File: config.mk
export PLATFORM = sky130hd
export DESIGN_NAME = code_data_path_flat
export DESIGN_NICKNAME = d
export VERILOG_FILES = /design/src/rtl/code_data_path_pkg.sv /design/src/rtl/code_data_path_if.sv /design/src/rtl/code_data_path_code_storage.sv /design/src/rtl/code_data_path.sv /design/src/flat_wrapper.sv
export SDC_FILE = /design/constraint.sdc
export NUM_CORES = 1
export LEC_CHECK = 0
export ABC_CLOCK_PERIOD_IN_PS = 1900
export CAP_MARGIN = 20
export CORE_MARGIN = 2
export CORE_UTILIZATION = 40
export CTS_CLUSTER_DIAMETER = 200
export CTS_CLUSTER_SIZE = 24
export DETAILED_ROUTE_END_ITERATION = 10
export REMOVE_ABC_BUFFERS = 1
export SYNTH_ARGS = -nofsm -noshare
export SYNTH_HDL_FRONTEND = slang
export SYNTH_SLANG_ARGS = --single-unit
File: constraint.sdc
create_clock -name clk_clk -period 1.9 [get_ports clk_clk]
set_input_delay 0.19 -clock clk_clk [delete_from_list [all_inputs] [get_ports clk_clk]]
set_output_delay 0.19 -clock clk_clk [all_outputs]
set_load 0.01 [all_outputs]
File: src/rtl/code_data_path_pkg.sv
// code_data_path_pkg: opcodes, instruction field helpers and fetch-to-decode record
package code_data_path_pkg;
  localparam int INSTR_W = 12;
  localparam logic [3:0] OP_NOP = 4'h0;
  localparam logic [3:0] OP_DENSE = 4'h1;
  localparam logic [3:0] OP_COST = 4'h2;
  localparam logic [3:0] OP_HALT = 4'hF;
  typedef struct packed {
    logic [31:0] code_index;
    logic [INSTR_W-1:0] instr;
  } f2d_t;
  function automatic logic [3:0] instr_op(input logic [INSTR_W-1:0] i);
    return i[11:8];
  endfunction
  function automatic logic [3:0] instr_hi(input logic [INSTR_W-1:0] i);
    return i[7:4];
  endfunction
  function automatic logic [3:0] instr_lo(input logic [INSTR_W-1:0] i);
    return i[3:0];
  endfunction
  function automatic logic [7:0] instr_byte(input logic [INSTR_W-1:0] i);
    return i[7:0];
  endfunction
endpackage

File: src/rtl/code_data_path_if.sv
// code_data_path_if: host write/control inputs and decoded instruction outputs
interface code_data_path_if;
  import code_data_path_pkg::*;
  logic code_storage_write_interface_is_write;
  logic [31:0] code_storage_write_interface_write_line;
  logic [INSTR_W-1:0] code_storage_write_interface_write_data;
  logic code_storage_code_control_interface_reset;
  logic code_storage_code_control_interface_active;
  logic [31:0] fetch_to_decode_register_code_index_out_interface_code_index;
  logic [3:0] parse_0_op_interface_op;
  logic [3:0] parse_0_parameter_type_interface_dense_type;
  logic [3:0] parse_0_parameter_type_interface_act_type;
  logic [7:0] parse_0_parameter_type_interface_cost_type;
  modport slave (
    input code_storage_write_interface_is_write, code_storage_write_interface_write_line,
          code_storage_write_interface_write_data, code_storage_code_control_interface_reset,
          code_storage_code_control_interface_active,
    output fetch_to_decode_register_code_index_out_interface_code_index, parse_0_op_interface_op,
           parse_0_parameter_type_interface_dense_type, parse_0_parameter_type_interface_act_type,
           parse_0_parameter_type_interface_cost_type
  );
  modport master (
    output code_storage_write_interface_is_write, code_storage_write_interface_write_line,
           code_storage_write_interface_write_data, code_storage_code_control_interface_reset,
           code_storage_code_control_interface_active,
    input fetch_to_decode_register_code_index_out_interface_code_index, parse_0_op_interface_op,
          parse_0_parameter_type_interface_dense_type, parse_0_parameter_type_interface_act_type,
          parse_0_parameter_type_interface_cost_type
  );
endinterface

File: src/rtl/code_data_path_code_storage.sv
// code_storage: CODE_DEPTH x 12 instruction memory, ranged write port (clk, rst_n, is_write, write_line, write_data), async read (rd_addr -> rd_data)
module code_storage
  import code_data_path_pkg::*;
#(
  parameter int CODE_DEPTH = 64,
  localparam int AW = $clog2(CODE_DEPTH)
) (
  input  logic clk,
  input  logic rst_n,
  input  logic is_write,
  input  logic [31:0] write_line,
  input  logic [INSTR_W-1:0] write_data,
  input  logic [AW-1:0] rd_addr,
  output logic [INSTR_W-1:0] rd_data
);
  logic [INSTR_W-1:0] mem [CODE_DEPTH];
  always_ff @(posedge clk or negedge rst_n)
    if (!rst_n)
      for (int i = 0; i < CODE_DEPTH; i++) mem[i] <= '0;
    else if (is_write && write_line < 32'(CODE_DEPTH))
      mem[write_line[AW-1:0]] <= write_data;
  assign rd_data = mem[rd_addr];
endmodule

File: src/rtl/code_data_path.sv
// code_data_path: code storage, fetch pc, fetch-to-decode register and parse; ports clk_clk, reset_reset_n, bus (code_data_path_if.slave); optional HALT via DP_HALT_OP_EN
module code_data_path
  import code_data_path_pkg::*;
#(
  parameter int CODE_DEPTH = 64,
  localparam int AW = $clog2(CODE_DEPTH)
) (
  input logic clk_clk,
  input logic reset_reset_n,
  code_data_path_if.slave bus
);
  logic [AW-1:0] pc;
  logic [INSTR_W-1:0] rd_data;
  f2d_t f2d;
  logic halt;
  logic [3:0] op;
  code_storage #(.CODE_DEPTH(CODE_DEPTH)) u_storage (
    .clk(clk_clk),
    .rst_n(reset_reset_n),
    .is_write(bus.code_storage_write_interface_is_write),
    .write_line(bus.code_storage_write_interface_write_line),
    .write_data(bus.code_storage_write_interface_write_data),
    .rd_addr(pc),
    .rd_data(rd_data)
  );
`ifdef DP_HALT_OP_EN
  assign halt = instr_op(f2d.instr) == OP_HALT;
`else
  assign halt = 1'b0;
`endif
  always_ff @(posedge clk_clk or negedge reset_reset_n)
    if (!reset_reset_n) begin
      pc <= '0;
      f2d <= '0;
    end else if (bus.code_storage_code_control_interface_reset) begin
      pc <= '0;
      f2d <= '0;
    end else if (bus.code_storage_code_control_interface_active && !halt) begin
      f2d <= '{code_index: 32'(pc), instr: rd_data};
      pc <= pc + 1'b1;
    end
  assign op = instr_op(f2d.instr);
  always_comb begin
    bus.fetch_to_decode_register_code_index_out_interface_code_index = f2d.code_index;
    bus.parse_0_op_interface_op = op;
    bus.parse_0_parameter_type_interface_dense_type = op == OP_DENSE ? instr_hi(f2d.instr) : 4'h0;
    bus.parse_0_parameter_type_interface_act_type = op == OP_DENSE ? instr_lo(f2d.instr) : 4'h0;
    bus.parse_0_parameter_type_interface_cost_type = op == OP_COST ? instr_byte(f2d.instr) : 8'h00;
  end
endmodule

File: src/flat_wrapper.sv
// flat-port wrapper written by rule: the top's interface ports become plain ports
module code_data_path_flat import code_data_path_pkg::*;
#(
  parameter int CODE_DEPTH = 64,
  localparam int AW = $clog2(CODE_DEPTH)
)
  (clk_clk, reset_reset_n, bus_code_storage_write_interface_is_write, bus_code_storage_write_interface_write_line, bus_code_storage_write_interface_write_data, bus_code_storage_code_control_interface_reset, bus_code_storage_code_control_interface_active, bus_fetch_to_decode_register_code_index_out_interface_code_index, bus_parse_0_op_interface_op, bus_parse_0_parameter_type_interface_dense_type, bus_parse_0_parameter_type_interface_act_type, bus_parse_0_parameter_type_interface_cost_type);
  code_data_path_if bus_i ();
  input logic clk_clk;
  input logic reset_reset_n;
  input wire logic [$bits(bus_i.code_storage_write_interface_is_write)-1:0] bus_code_storage_write_interface_is_write;
  input wire logic [$bits(bus_i.code_storage_write_interface_write_line)-1:0] bus_code_storage_write_interface_write_line;
  input wire logic [$bits(bus_i.code_storage_write_interface_write_data)-1:0] bus_code_storage_write_interface_write_data;
  input wire logic [$bits(bus_i.code_storage_code_control_interface_reset)-1:0] bus_code_storage_code_control_interface_reset;
  input wire logic [$bits(bus_i.code_storage_code_control_interface_active)-1:0] bus_code_storage_code_control_interface_active;
  output wire logic [$bits(bus_i.fetch_to_decode_register_code_index_out_interface_code_index)-1:0] bus_fetch_to_decode_register_code_index_out_interface_code_index;
  output wire logic [$bits(bus_i.parse_0_op_interface_op)-1:0] bus_parse_0_op_interface_op;
  output wire logic [$bits(bus_i.parse_0_parameter_type_interface_dense_type)-1:0] bus_parse_0_parameter_type_interface_dense_type;
  output wire logic [$bits(bus_i.parse_0_parameter_type_interface_act_type)-1:0] bus_parse_0_parameter_type_interface_act_type;
  output wire logic [$bits(bus_i.parse_0_parameter_type_interface_cost_type)-1:0] bus_parse_0_parameter_type_interface_cost_type;
  assign bus_i.code_storage_write_interface_is_write = bus_code_storage_write_interface_is_write;
  assign bus_i.code_storage_write_interface_write_line = bus_code_storage_write_interface_write_line;
  assign bus_i.code_storage_write_interface_write_data = bus_code_storage_write_interface_write_data;
  assign bus_i.code_storage_code_control_interface_reset = bus_code_storage_code_control_interface_reset;
  assign bus_i.code_storage_code_control_interface_active = bus_code_storage_code_control_interface_active;
  assign bus_fetch_to_decode_register_code_index_out_interface_code_index = bus_i.fetch_to_decode_register_code_index_out_interface_code_index;
  assign bus_parse_0_op_interface_op = bus_i.parse_0_op_interface_op;
  assign bus_parse_0_parameter_type_interface_dense_type = bus_i.parse_0_parameter_type_interface_dense_type;
  assign bus_parse_0_parameter_type_interface_act_type = bus_i.parse_0_parameter_type_interface_act_type;
  assign bus_parse_0_parameter_type_interface_cost_type = bus_i.parse_0_parameter_type_interface_cost_type;
  code_data_path #(.CODE_DEPTH(CODE_DEPTH)) u_core (.clk_clk(clk_clk), .reset_reset_n(reset_reset_n), .bus(bus_i));
endmodule
---- Yosys cells after proc, flatten, opt, wreduce, memory -nomap -nowiden ----
Cells that the tools add are included.
storage, ports and cells
  bits of input ports ..................... 49
  memories kept ........................... 0
  memory bits (writable) .................. 0
  register bits ........................... 818
  memory bits (read-only) ................. 0
  bits in latches ......................... 0
cells by class
  multiplexer cells ....................... 13
  equal/unequal tests ..................... 2
  divide/modulo/power cells ............... 0
  multiply operators ...................... 0
  bitwise gates (word level) .............. 2
  add/sub/neg operators ................... 1
  shift-type cells ........................ 0
  reductions and logical operators ........ 3
  magnitude comparators ................... 4
operators by type and width
  cell                                                                           count
  768-bit bitwise mux                                                            1
  44-bit two-way mux                                                             2
  12-bit binary-select mux with 6-bit select                                     1
  12-bit demux with 6-bit select                                                 1
  12-bit two-way mux                                                             3
  32-bit by 7-bit less-than comparator with 1-bit output, second input constant  1
  7-bit greater-or-equal comparator, second input constant                       2
  6-bit inverter with 7-bit output                                               2
  6-bit two-way mux                                                              2
  4-bit two-way mux                                                              2
  8-bit two-way mux                                                              1
  7-bit by 1-bit less-than comparator with 1-bit output, second input constant   1
  6-bit by 1-bit adder with 6-bit output, second input constant                  1
  4-bit by 1-bit equality test with 1-bit output, second input constant          1
  4-bit by 2-bit equality test with 1-bit output, second input constant          1
  1-bit logical AND                                                              2
  2-bit nonzero test                                                             1

---- Logic depth before layout (Yosys ltp) ----
Gate-level depths: netlist (run 1).
  depth in word-level cells ............... 6
  depth in mapped cells ................... 10

---- By module ----
A second synthesis (run 1) with hierarchy kept.
second synthesis, totals
  cells, all modules ...................... 2384
  area total of the unflattened synthesis .. 36956.7 um2
modules (own cells, without submodules)
  module          sequential area each (um2)  area an instance (um2)  instances  cells each
  code_storage    19218.4                     35560.4                 1          2246
  code_data_path  600.6                       1396.3                  1          138

---- Worst setup path before layout (run 1) ----
No wires, ideal clock.
  kind .................................... register to register
  start point ............................. reg u_core.pc[0]
  end point ............................... reg u_core.f2d, in the netlist u_core.bus.parse_0_op_interface_op[0]
  path slack .............................. -0.097 ns
  stages on the path, launching flop included .. 10
  clock period less this slack ............ 1.997 ns
  arrival time ............................ 1.857 ns
  library setup time ...................... 0.141 ns
  data required time ...................... 1.759 ns
  path through ............................ dfrtp_1 -> buf_6 -> buf_6 -> buf_4 -> buf_2 -> mux2i_1 -> o22ai_1 -> a211o_1 -> o211ai_1 -> o311ai_1
between the ends
  word-level cells in the longest chain between the ends .. 6
ends and longest elaborated chain
  element                                                 RTL line                           text
  start: declaration                                      code_data_path.sv:12               logic [AW-1:0] pc;
  start signal: assignment                                code_data_path.sv:40               pc <= pc + 1'b1;
  6-bit inverter with 7-bit output (not written as such)  code_data_path_code_storage.sv:22  assign rd_data = mem[rd_addr];
  12-bit binary-select mux with 6-bit select              code_data_path_code_storage.sv:22
  12-bit two-way mux (not written as such) (2 in a row)   code_data_path_code_storage.sv:22
  44-bit two-way mux                                      code_data_path.sv:38               end else if (bus.code_storage_code_control_interface_active && !halt) begin
  44-bit two-way mux                                      code_data_path.sv:35               end else if (bus.code_storage_code_control_interface_reset) begin
  end signal: assignment                                  code_data_path.sv:39               f2d <= '{code_index: 32'(pc), instr: rd_data};
  end: declaration                                        code_data_path.sv:14               f2d_t f2d;
No other way between the ends. The select of a mux whose other input is x is not followed.
A chain may end at the register's enable or synchronous reset.

---- Worst setup path in the final report (run 1) ----
Same ends and word-level chain as after synthesis.

==> results_dict.tcl, run 1 <==
set metrics [dict create \
    fin_hold_ws_ns 0.0685 \
    peakVddDrop_uv 549 \
    setup_viol 28 \
    skew_ns 0.0300 \
    hold_viol 0 \
    start_kind "flop" \
    fin_ws_ns -0.620 \
    synth_top_area_cell "dfrtp_1" \
    synthFlopType "dfrtp_1" \
    yosysSeqAreaShare_pct 53.5 \
    syn_to_final_growth_pct 16.0 \
    dr.pass1.iters 5 \
    required_ns 2.37 \
    initialDrtViolationCount 1607 \
    synth.top_cells.by_count "794 x mux2_2, 792 x dfrtp_1, 150 x mux4_2, 109 x buf_4, 107 x clkbuf_1" \
    p_leak_uw 0.0202 \
    overflow 0 \
    vias_per_cell 5.69 \
    cts.sinks 792 \
    drive_gt1_share_pct 53.8 \
    final_design_area_no_fill_sq_um 43000 \
    fin_crit_sh_pct 133 \
    cts_tree "done" \
    dieWidth_microns 308 \
    post_dp_cell_area_sq_um 40900 \
    ys_async_sr_fraction_pct 100 \
    critPathMaxFanout 6 \
    rows 111 \
    synth.cell_area_sq_um 37000 \
    drcViolationCount 0 \
    core_area_sq_um 91700 \
    timing.critical_path.cells "buf_12, buf_12, buf_12, buf_8, buf_6, mux2i_2, o22ai_2, a211o_1, o211ai_1, o311ai_1" \
    cpPeakStageDelay_ns 0.52 \
    crit_slowest_cell "dfrtp_4" \
    post_synth.cell_area_avg_sq_um 14.9 \
    routabilityCongestion 0.906 \
    ys_ff_latch 792 \
    die_h_microns 308 \
    setup.worst_path.start "u_core.pc[0]" \
    grt_max_degree 94 \
    grt_pass1_wl_microns 152000 \
    clk_pin_slew_ns 0.10 \
    track_usage_pct 21.3 \
    crit_type "reg -> reg" \
    wl_microns 100000 \
    power.density_nw_per_um2 659 \
    die_area_sq_um 95100 \
    port_buffers 74 \
    worstMarginPinSlew_ns 0.883 \
    reg2reg_from "u_core.pc[0]" \
    io-pin-count 101 \
    grt_setup_unrepaired "true" \
    dp_hpwl_microns 65900 \
    ys_warn_count 0 \
    final_net_count 2718 \
    numCtsBuffers 38 \
    num_vias 21968 \
    antenna_found_initial 3 \
    crit_path_end_kind "flop" \
    violations "setup timing" \
    synth_top_area_share_pct 53.5 \
    min_period_ns 2.52 \
    slew_headroom_pct 41.0 \
    synth_edf_count 0 \
    h-tree-depth 2 \
    hp-class "in -> async" \
    cp_common_cell "buf_12" \
    worstPathArrival_ns 2.99 \
    outcome "complete, but fails checks" \
    wl_per_cell_microns 26.0 \
    clock_latency_ns 0.62 \
    fillers 7873 \
    synth_cell_types 56 \
    root_buffer "clkbuf_16" \
    grt_pass1_vias 23491 \
    synth.most_common_cell "mux2_2" \
    worst-path-buf-inv 5 \
    cap_violations 0 \
    clockBufferDepth 3 \
    initial_utilization_pct 40.4 \
    slew_viol_final 0 \
    max_freq_mhz 397 \
    synthTopCellsByArea "dfrtp_1 53%, mux2_2 24%, mux4_2 9.1%" \
    ant_nets 0 \
    path_delay_family "compound AO/OA/AOI/OAI gates" \
    postSynthCellCount 2491 \
]
[cell type report]
class | instances | area [sq um] | area share, %
Clock inverter | 3 | 33.8 | 0.0786
Inverter | 1 | 3.75 | 0.00873
Timing Repair Buffer | 385 | 4530 | 10.5
Sequential cell | 792 | 19800 | 46.1
Clock buffer | 39 | 955 | 2.22
Tap cell | 1186 | 1480 | 3.45
Multi-Input combinational cell | 1450 | 16200 | 37.6
Antenna cell | 2 | 5.00 | 0.0116
[repair_timing]
item                                    4_1_cts  5_1_grt
buffers inserted                             22       19
gates resized for setup                     152      100
pin swaps                                    29       26
endpoints found under the hold margin       384        0
endpoints found under the setup margin      219      767
hold buffers                                  1        0
cloned                                        3        5
[registers in the layout, indices dropped and copies added (netlist names), named ones only]
name,flops
u_core.u_storage.mem,768
u_core.pc,6
u_core.f2d,8
u_core.bus.parse_0_op_interface_op,4
[metrics by stage]
stage	cells	worst slack (ns)	util, %	TNS (ns)	power (uW)
after floorplan	2243	-7.84	-	-465.98	18100
after global placement	3772	-0.744	44.7	-468.18	19400
after detailed placement	3772	-0.755	44.7	-465.12	19400
after CTS	3837	-0.536	46.4	-10.55	28600
after global routing	3856	-0.619	46.9	-11.30	29500
final	3858	-0.620	46.9	-9.59	28400
[final timing paths]
| kind | end | slack, ns | cells after the start |
|---|---|---|---|
| worst max-delay path | u_core.bus.parse_0_op_interface_op[0] | -0.62 | 10 |
| worst min-delay path | u_core.u_storage.mem[66] | 0.07 | 2 |
| worst max register to register | u_core.bus.parse_0_op_interface_op[0] | -0.62 | 10 |
| worst min register to register | u_core.u_storage.mem[765] | 0.49 | 1 |
| max in group asynchronous | u_core.u_storage.mem[239] | 0.89 | 4 |
| min in group clk_clk | u_core.u_storage.mem[765] | 0.14 | 2 |
[where the power goes]
part,switching (uW),internal (uW)
Combinational,1440,972
Clock,5420,3650
Sequential,18.7,16900
Total,6880,21500
[layout by cell type, fill, tap and decap left out, types with 5 or more instances in the layout]
| master | count |
|---|---|
| o21ai_1 | 8 |
| a221o_1 | 11 |
| and2_4 | 16 |
| conb_1 | 26 |
| o22ai_1 | 19 |
| buf_4 | 174 |
| a211o_1 | 13 |
| clkdlybuf4s50_1 | 41 |
| nor2b_1 | 7 |
| a21oi_1 | 25 |
| a21oi_2 | 6 |
| o311ai_1 | 6 |
| o21ai_0 | 14 |
| o221ai_2 | 7 |
| nor2_1 | 72 |
| clkbuf_16 | 38 |
| mux2_2 | 793 |
| o211ai_1 | 14 |
| buf_12 | 102 |
| dfrtp_1 | 787 |
| buf_6 | 42 |
| nand2_1 | 54 |
| nor2_2 | 15 |
| mux2i_2 | 12 |
| buf_16 | 5 |
| mux2_1 | 8 |
| nor2_4 | 5 |
| buf_2 | 11 |
| mux2i_1 | 84 |
| mux4_2 | 150 |
[layer usage]
metal  global-route usage, %  share of wire (%)
met1                    30.4                 45
met2                    34.4                 48
met3                    2.69                4.5
met4                    5.52                2.6
met5                       0                  0
[kinds of logic after synthesis]
group                      after synthesis  synth area share (%)
buffers and inverters                  274                  4.34
adders and majority gates                1                0.0338
muxes                                 1054                  36.3
xor gates and xnor gates                 4                0.0946
AOI/OAI and AO/OA                      150                  2.84
and+or+nand+nor                        215                  2.90
DFF                                    792                  53.5
other                                    1                0.0101
No activity file was read; power rests on OpenSTA's default activity.
==> run 2, diff against run 1 <==
Settings changed: CELL_PAD_IN_SITES_DETAIL_PLACEMENT from default to 0, CELL_PAD_IN_SITES_GLOBAL_PLACEMENT from default to 1, PLACE_DENSITY_LB_ADDON from default to 0.1.
==> run 2 against run 1 <==
Compared with the run above: the run still ends with setup timing left; combinational power rose by 6%; global-route usage is 0.96 points higher; setup slack got worse by 0.041 ns; largest cell class unchanged.
==> results_dict.tcl, run 2 (synthesis results as in run 1) <==
set metrics [dict create \
    reg2reg_depth 6 \
    final_net_count 2772 \
    initialDrtViolationCount 1312 \
    initial_utilization_pct 40.4 \
    p_clk_share_pct 32.5 \
    syn_to_final_growth_pct 17.8 \
    dp_hpwl_microns 69000 \
    power_uw 28800 \
    critPathMaxFanout 7 \
    wl_microns 105000 \
    die_h_microns 308 \
    ant_nets 0 \
    dr.pass1.iters 5 \
    h-tree-depth 2 \
    dieWidth_microns 308 \
    skew_ns 0.0299 \
    largest_reg_flops 768 \
    overflow 0 \
    grt_pass1_vias 23102 \
    required_ns 2.35 \
    hp-class "in -> async" \
    power.density_nw_per_um2 660 \
    layout_common_cells "784 x mux2_2, 783 x dfrtp_1, 218 x buf_4, 150 x mux4_2, 103 x buf_12" \
    wl_per_cell_microns 26.8 \
    antenna_found_initial 3 \
    port_buffers 74 \
    fin_crit_sh_pct 135 \
    rr_endpoint "u_core.f2d[3]" \
    min_period_ns 2.56 \
    drcViolationCount 0 \
    io-pin-count 101 \
    start_kind "flop" \
    worstMarginPinSlew_ns 0.870 \
    grt_setup_unrepaired "true" \
    outcome "complete, but fails checks" \
    p_leak_uw 0.0206 \
    root_buffer "clkbuf_16" \
    internal_power_uw 21800 \
    reg2reg_from "u_core.pc[0]" \
    numCtsBuffers 38 \
    swShare_pct 24.2 \
    fin_ws_ns -0.661 \
    final_common_cell "mux2_2" \
    grt_pass1_wl_microns 157000 \
    rows 111 \
    slew_viol_final 0 \
    cap_violations 0 \
    clk_pin_slew_ns 0.11 \
    largestRegisters "u_core.u_storage.mem x768, u_core.f2d x8, u_core.pc x6" \
    top_register "u_core.u_storage.mem" \
    max_freq_mhz 391 \
    fillers 7958 \
    seq_power_share_pct 58.6 \
    peakVddDrop_uv 564 \
    hold_viol 0 \
    num_vias 21783 \
    rrSetupSlack_ns -0.66 \
    worstPathArrival_ns 3.01 \
    vias_per_cell 5.57 \
    routabilityCongestion 0.900 \
    die_area_sq_um 95100 \
    clockBufferDepth 3 \
    crit_type "reg -> reg" \
    slew_headroom_pct 42.0 \
    crit_path_end_kind "flop" \
    grt_max_degree 107 \
    power_frac_comb_pct 8.8 \
    violations "setup timing" \
    clock_latency_ns 0.62 \
    track_usage_pct 22.3 \
    finalSetupTns_ns -12.41 \
    core_area_sq_um 91700 \
    cts_tree "done" \
    diodes 0 \
    setup_viol 28 \
    p_switching_uw 6980 \
    cts.sinks 792 \
    drive_gt1_share_pct 54.9 \
    dp_slack_ns -0.823 \
]
[run 2: changes by cell type in the layout (fill, tap and decap cells not counted), sizes merged]
cell | previous run | this run
dlymetal6s2s | 0 | 5
buf | 338 | 389
clkbuf | 42 | 48
clkdlybuf4s50 | 41 | 36
bufbuf | 0 | 1
inv | 3 | 1
dlygate4sd2 | 2 | 4
diode | 2 | 0
clkinv | 1 | 0
[run 2: how the worst max path moves through the flow]
stage | startpoint | to | slack [ns] | depth (start not counted)
final | u_core.pc[0] | u_core.f2d[3] | -0.66 | 6
after floorplan | u_core.pc[0] | u_core.f2d[1] | -7.84 | 5
after global routing | u_core.pc[0] | u_core.f2d[3] | -0.66 | 8
after detailed placement | bus_code_storage_write_interface_write_line[30] | u_core.u_storage.mem[644] | -0.82 | 8
after CTS | u_core.pc[0] | u_core.bus.parse_0_op_interface_op[0] | -0.57 | 8
after global placement | bus_code_storage_write_interface_write_line[30] | u_core.u_storage.mem[642] | -0.91 | 8
[run 2: cell type report]
cell class | instances | area (sq um) | area share (%)
flip-flops and latches | 792 | 19800 | 45.5
multi-input cells | 1450 | 16200 | 37.2
repair buffers | 439 | 5050 | 11.6
well taps | 1186 | 1480 | 3.40
clock buffers | 45 | 1040 | 2.39
inverters | 1 | 3.75 | 0.00860
[run 2: per-layer routing]
layer,wire [microns],up-vias,global-route usage [%]
met2,49100,357,35.3
li1,-,9459,-
met5,34,-,0
met1,49400,11866,32.1
met3,4240,95,3.96
met4,2090,6,4.57
[run 2: power groups by stage]
stage          clock, uW  combinational, uW  sequential, uW
2_1_floorplan          0                661           17500
3_3_place_gp           0               2270           17200
3_5_place_dp           0               2300           17200
4_1_cts             9780               2540           16900
5_1_grt            10400               2740           16900
6_report            9360               2550           16900
[run 2: what timing repair did]
action | 4_1_cts | 5_1_grt
hold endpoints to repair | 306 | 0
buffers inserted | 41 | 15
cloned | 3 | 3
pin swaps | 26 | 31
setup endpoints to repair | 367 | 452
hold buffers | 1 | 0
resized for setup | 171 | 92
[run 2: through the flow]
step | hold slack, ns | area (sq um) | std cells | utilization (%)
floorplan | -0.106 | 35500 | 2243 | -
global placement | 0.0897 | 41300 | 3811 | 45.0
detailed placement | 0.0956 | 41300 | 3811 | 45.0
CTS | 0.0628 | 43100 | 3898 | 47.1
global route | 0.0677 | 43600 | 3913 | 47.6
finish | 0.0838 | 43600 | 3913 | 47.6
[run 2: critical path, cell delays in order, from the launching register on]
cell and delay, ns:
dfrtp_4 0.52, buf_12 0.19, buf_8 0.13, mux4_2 0.49, a211o_1 0.32, o211ai_1 0.55
o311ai_1 0.19
==> variant 1: new RTL, config.mk and constraints of run 2 <==
Build with the macro `DP_HALT_OP_EN` defined.
--- a/src/rtl/code_data_path.sv
+++ b/src/rtl/code_data_path.sv
@@ -1,4 +1,6 @@
 // code_data_path: code storage, fetch pc, fetch-to-decode register and parse; ports clk_clk, reset_reset_n, bus (code_data_path_if.slave); optional HALT via DP_HALT_OP_EN
+`define DP_HALT_OP_EN
+
 module code_data_path
   import code_data_path_pkg::*;
 #(
Check against the original RTL: not equivalent (Yosys sat finds a counterexample within 4 cycles, from zero or initial values and one cycle with reset_reset_n low).
==> variant 1 against run 2 <==
- the run still ends with setup timing left
- highest routed layer is now met4
- setup slack gained 0.14 ns
- routed wire length rose by 8.6%
- total power grew 1.4%
- combinational power increased by 16%
- sequential cell count unchanged
- final cell count increased by 4.2%
- global-route usage up 1.8 points
- hold slack better by 0.028 ns
- largest power group unchanged
- design area increased by 3.9%
- clock skew is 0.013 ns lower
- area after synthesis about the same
==> variant 1: results (changes against run 2) <==
Adder-cell share of the synthesized area: 0.000337 (was 0.000338)
Syn avg cell area: 14.6 um^2 (was 14.9 um^2)
Gpl congestion: 0.916 (was 0.900)
Initial antenna violation count: 0 (was 3)
Post-Synth XOR/XNOR Area: 0.00118 (was 0.000946)
Top delay family on crit path: buffers and inverters (was compound AO/OA/AOI/OAI gates)
Synth cell count leaders: 792 x dfrtp_1, 792 x mux2_2, 150 x mux4_2 (was 794 x mux2_2, 792 x dfrtp_1, 150 x mux4_2)
Maximum number of pins on one net before global-route repair: 87 (was 107)
Placed Area: 41700 um^2 (was 41300 um^2)
Crit path max-delay cell type: dfrtp_2 (was o211ai_1)
Worst clock skew: 0.0168 ns (was 0.0299 ns)
Pre-CTS WS: -0.847 ns (was -0.823 ns)
Distinct cell type count after synthesis: 58 (was 56)
Final worst slack: -0.522 ns (was -0.661 ns)
VDD IR max: 0.569 mV (was 0.564 mV)
Worst-Skew Late Latency: 0.61 ns
GRT Overall Usage: 0.241 (was 0.223)
Initial drt markers: 1427 (was 1312)
Cell leakage power: 0.0211 uW (was 0.0206 uW)
Dpl cells: 3938 (was 3811)
Vias after detailed routing: 22800 (was 21800)
Synth Area in Compound Gates: 0.0317 (was 0.0284)
Post-route setup TNS: -12.20 ns (was -12.41 ns)
Failing checks: setup timing (unchanged)
Largest cells by area after synthesis: dfrtp_1 53%, mux2_2 24%, mux4_2 9.1%, buf_4 2.4%, mux2i_1 2.1% (was dfrtp_1 53%, mux2_2 24%, mux4_2 9.1%, mux2i_1 2.7%, buf_4 2.2%)
Ys async rst share: 1.00 (unchanged)
GR Util met3: 0.0348 (was 0.0396)
Post-DP HPWL: 75.5 mm (was 69.0 mm)
Final net count: 2879 (was 2772)
Number of global-route vias before repair: 24400 (was 23100)
Mux cell area share after synthesis: 0.354 (was 0.363)
Status: finished with violations (unchanged)
Slowest stage delay, CP: 0.50 ns (was 0.55 ns)
Crit path max fanout: 3 (was 7)
Setup violations, final: 108 (was 28)
First-pass GRT wire length: 168 mm (was 157 mm)
Sequential share of the synthesized area: 0.534 (was 0.535)
Routing usage on met2: 0.389 (was 0.353)
Slew headroom: 0.357 (was 0.420)
Routed wire length: 114 mm (was 105 mm)
Drt wl/cell: 27.9 um (was 26.8 um)
Met1 GRT Util: 0.342 (was 0.321)
==> variant 1: repair_timing <==
action | CTS | global route
cloned | 12 | 11
pin swaps | 56 | 54
resized for setup | 300 | 201
endpoints found under the hold margin | 306 | 0
setup endpoints to repair | 750 | 713
setup buffers | 62 | 17
hold buffers | 1 | 0
==> variant 1: per-layer routing <==
| metal | vias up | share of wire | routed length [um] |
|---|---|---|---|
| met3 | 111 | 0.038 | 4300 |
| met2 | 435 | 0.48 | 54400 |
| met5 | - | 0 | 0 |
| met1 | 12500 | 0.46 | 52500 |
| met4 | 0 | 0.024 | 2750 |
| li1 | 9765 | - | - |
==> variant 1: path summary, 6_finish.rpt <==
path	slack, ns	depth (start not counted)	start	to
worst max register to register	-0.45	8	u_core.pc[1]	u_core.bus.parse_0_op_interface_op[0]
min in group clk_clk	0.20	2	bus_code_storage_write_interface_write_data[11]	u_core.u_storage.mem[47]
worst min-delay path	0.11	2	reset_reset_n	u_core.u_storage.mem[157]
worst min register to register	0.49	1	u_core.u_storage.mem[761]	u_core.u_storage.mem[761]
worst max-delay path	-0.52	7	u_core.bus.parse_0_op_interface_op[2]	bus_parse_0_parameter_type_interface_dense_type[2]
max in group asynchronous	0.88	4	reset_reset_n	u_core.u_storage.mem[464]
==> variant 1: report_power, final <==
part	internal [uW]	switching (uW)	total [uW]
registers	16900	17.8	16900
logic	1260	1700	2960
clock network	3890	5470	9360
total	22000	7180	29200
==> variant 1: final cells by class <==
type / instances / area [um^2]
well taps: 1243 / 1560
inverters: 7 / 30.0
flip-flops and latches: 792 / 19800
repair buffers: 499 / 5970
fillers: 7896 / 46500
multi-input cells: 1491 / 16900
clock buffers: 44 / 1040
==> variant 2: new RTL, settings of run 2 <==
Made on the original files. Make the reset (`reset_reset_n` and `rst_n`) synchronous in 2 clocked blocks. Comments in the files are not updated.
--- a/src/rtl/code_data_path_code_storage.sv
+++ b/src/rtl/code_data_path_code_storage.sv
@@ -14,7 +14,7 @@
   output logic [INSTR_W-1:0] rd_data
 );
   logic [INSTR_W-1:0] mem [CODE_DEPTH];
-  always_ff @(posedge clk or negedge rst_n)
+  always_ff @(posedge clk)
     if (!rst_n)
       for (int i = 0; i < CODE_DEPTH; i++) mem[i] <= '0;
     else if (is_write && write_line < 32'(CODE_DEPTH))
--- a/src/rtl/code_data_path.sv
+++ b/src/rtl/code_data_path.sv
@@ -28,7 +28,7 @@
 `else
   assign halt = 1'b0;
 `endif
-  always_ff @(posedge clk_clk or negedge reset_reset_n)
+  always_ff @(posedge clk_clk)
     if (!reset_reset_n) begin
       pc <= '0;
       f2d <= '0;
Function: not settled (the Yosys comparison gave no result); the edit may change what the design does.
==> variant 2 against run 2 <==
- hold slack improved by 0.15 ns
- area after synthesis rose by 1.6%
- design area up 5.1%
- sequential cell count stayed put
- the flow still finishes with violations (setup timing)
- critical path type unchanged
- clock power up 0.6%
- total power increased by 13%
- routed wire length rose by 11%
- highest routed layer unchanged
- setup slack better by 0.20 ns
==> variant 2: results (changes against run 2) <==
GR Util met3: 0.0409 (was 0.0396)
Final net count: 2895 (was 2772)
GRT Overall Usage: 0.230 (was 0.223)
Post-Synth XOR/XNOR Area: 0.00116 (was 0.000946)
CP arrival: 2.86 ns (was 3.01 ns)
Sequential share of the synthesized area: 0.625 (was 0.535)
Reg-to-Reg End: u_core.bus.parse_0_op_interface_op[2] (was u_core.f2d[3])
Clock power frac: 0.289 (was 0.325)
First-pass GRT wire length: 159 mm (was 157 mm)
Failing checks: setup timing (unchanged)
Adder-cell share of the synthesized area: 0.000332 (was 0.000338)
Setup violations, final: 142 (was 28)
Initial antenna violation count: 5 (was 3)
Final worst slack: -0.464 ns (was -0.661 ns)
Length of routed met2 wiring: 55.8 mm (was 49.1 mm)
Post-route setup TNS: -7.15 ns (was -12.41 ns)
Ys async rst share: 0 (was 1.00)
Fin Hold WS: 0.237 ns (was 0.0838 ns)
VDD IR max: 0.562 mV (was 0.564 mV)
Crit path max fanout: 6 (was 7)
Sw Ratio: 0.230 (was 0.242)
Drt wl/cell: 28.3 um (was 26.8 um)
Largest cells by area after synthesis: edfxtp_1 61%, and2_1 13%, mux4_2 8.0%, mux2_2 2.7%, mux2i_1 1.9% (was dfrtp_1 53%, mux2_2 24%, mux4_2 9.1%, mux2i_1 2.7%, buf_4 2.2%)
Wire length on met1: 51.1 mm (was 49.4 mm)
Mux cell area share after synthesis: 0.125 (was 0.363)
DR pass1 iterations: 7 (was 5)
Status: finished with violations (unchanged)
Post-DP HPWL: 74.3 mm (was 69.0 mm)
Ratio of cells with drive above 1 in the final layout: 0.313 (was 0.549)
Top delay family on crit path: multiplexers (was compound AO/OA/AOI/OAI gates)
Placed Area: 42400 um^2 (was 41300 um^2)
Slowest stage delay, CP: 0.51 ns (was 0.55 ns)
Number of global-route vias before repair: 22300 (was 23100)
Top FF cell, synth: edfxtp_1 (was dfrtp_1)
Dpl cells: 4008 (was 3811)
Worst clock skew: 0.0284 ns (was 0.0299 ns)
-- variant 2: changes by cell type after synthesis, moves of 14 or more --
cell      delta
nand4_1     +14
mux2_2     -705
nor3_2      +60
dfxtp_1     +24
mux4_2      -17
mux2i_1     -27
nor2_1      -62
edfxtp_1   +768
nand2b_1    +65
dfrtp_1    -792
a22oi_1     +45
and2_1     +767
buf_2       +78
buf_4       -60
-- variant 2: repair_timing --
| action | CTS | global route |
|---|---|---|
| hold endpoints to repair | 0 | 0 |
| resized for setup | 134 | 272 |
| pin swaps | 22 | 53 |
| setup endpoints to repair | 62 | 723 |
| hold buffers | 0 | 0 |
| buffers inserted | 20 | 17 |
| gates cloned | 4 | 21 |
-- variant 2: cell type report --
cell class                 instances  area, um^2
timing repair buffer             456        5620
multi-input combinational       1557       14000
sequential                       792       23600
fill                            7956       47400
antenna                            3        7.51
tap                             1254        1570
clock buffer                      55        1080
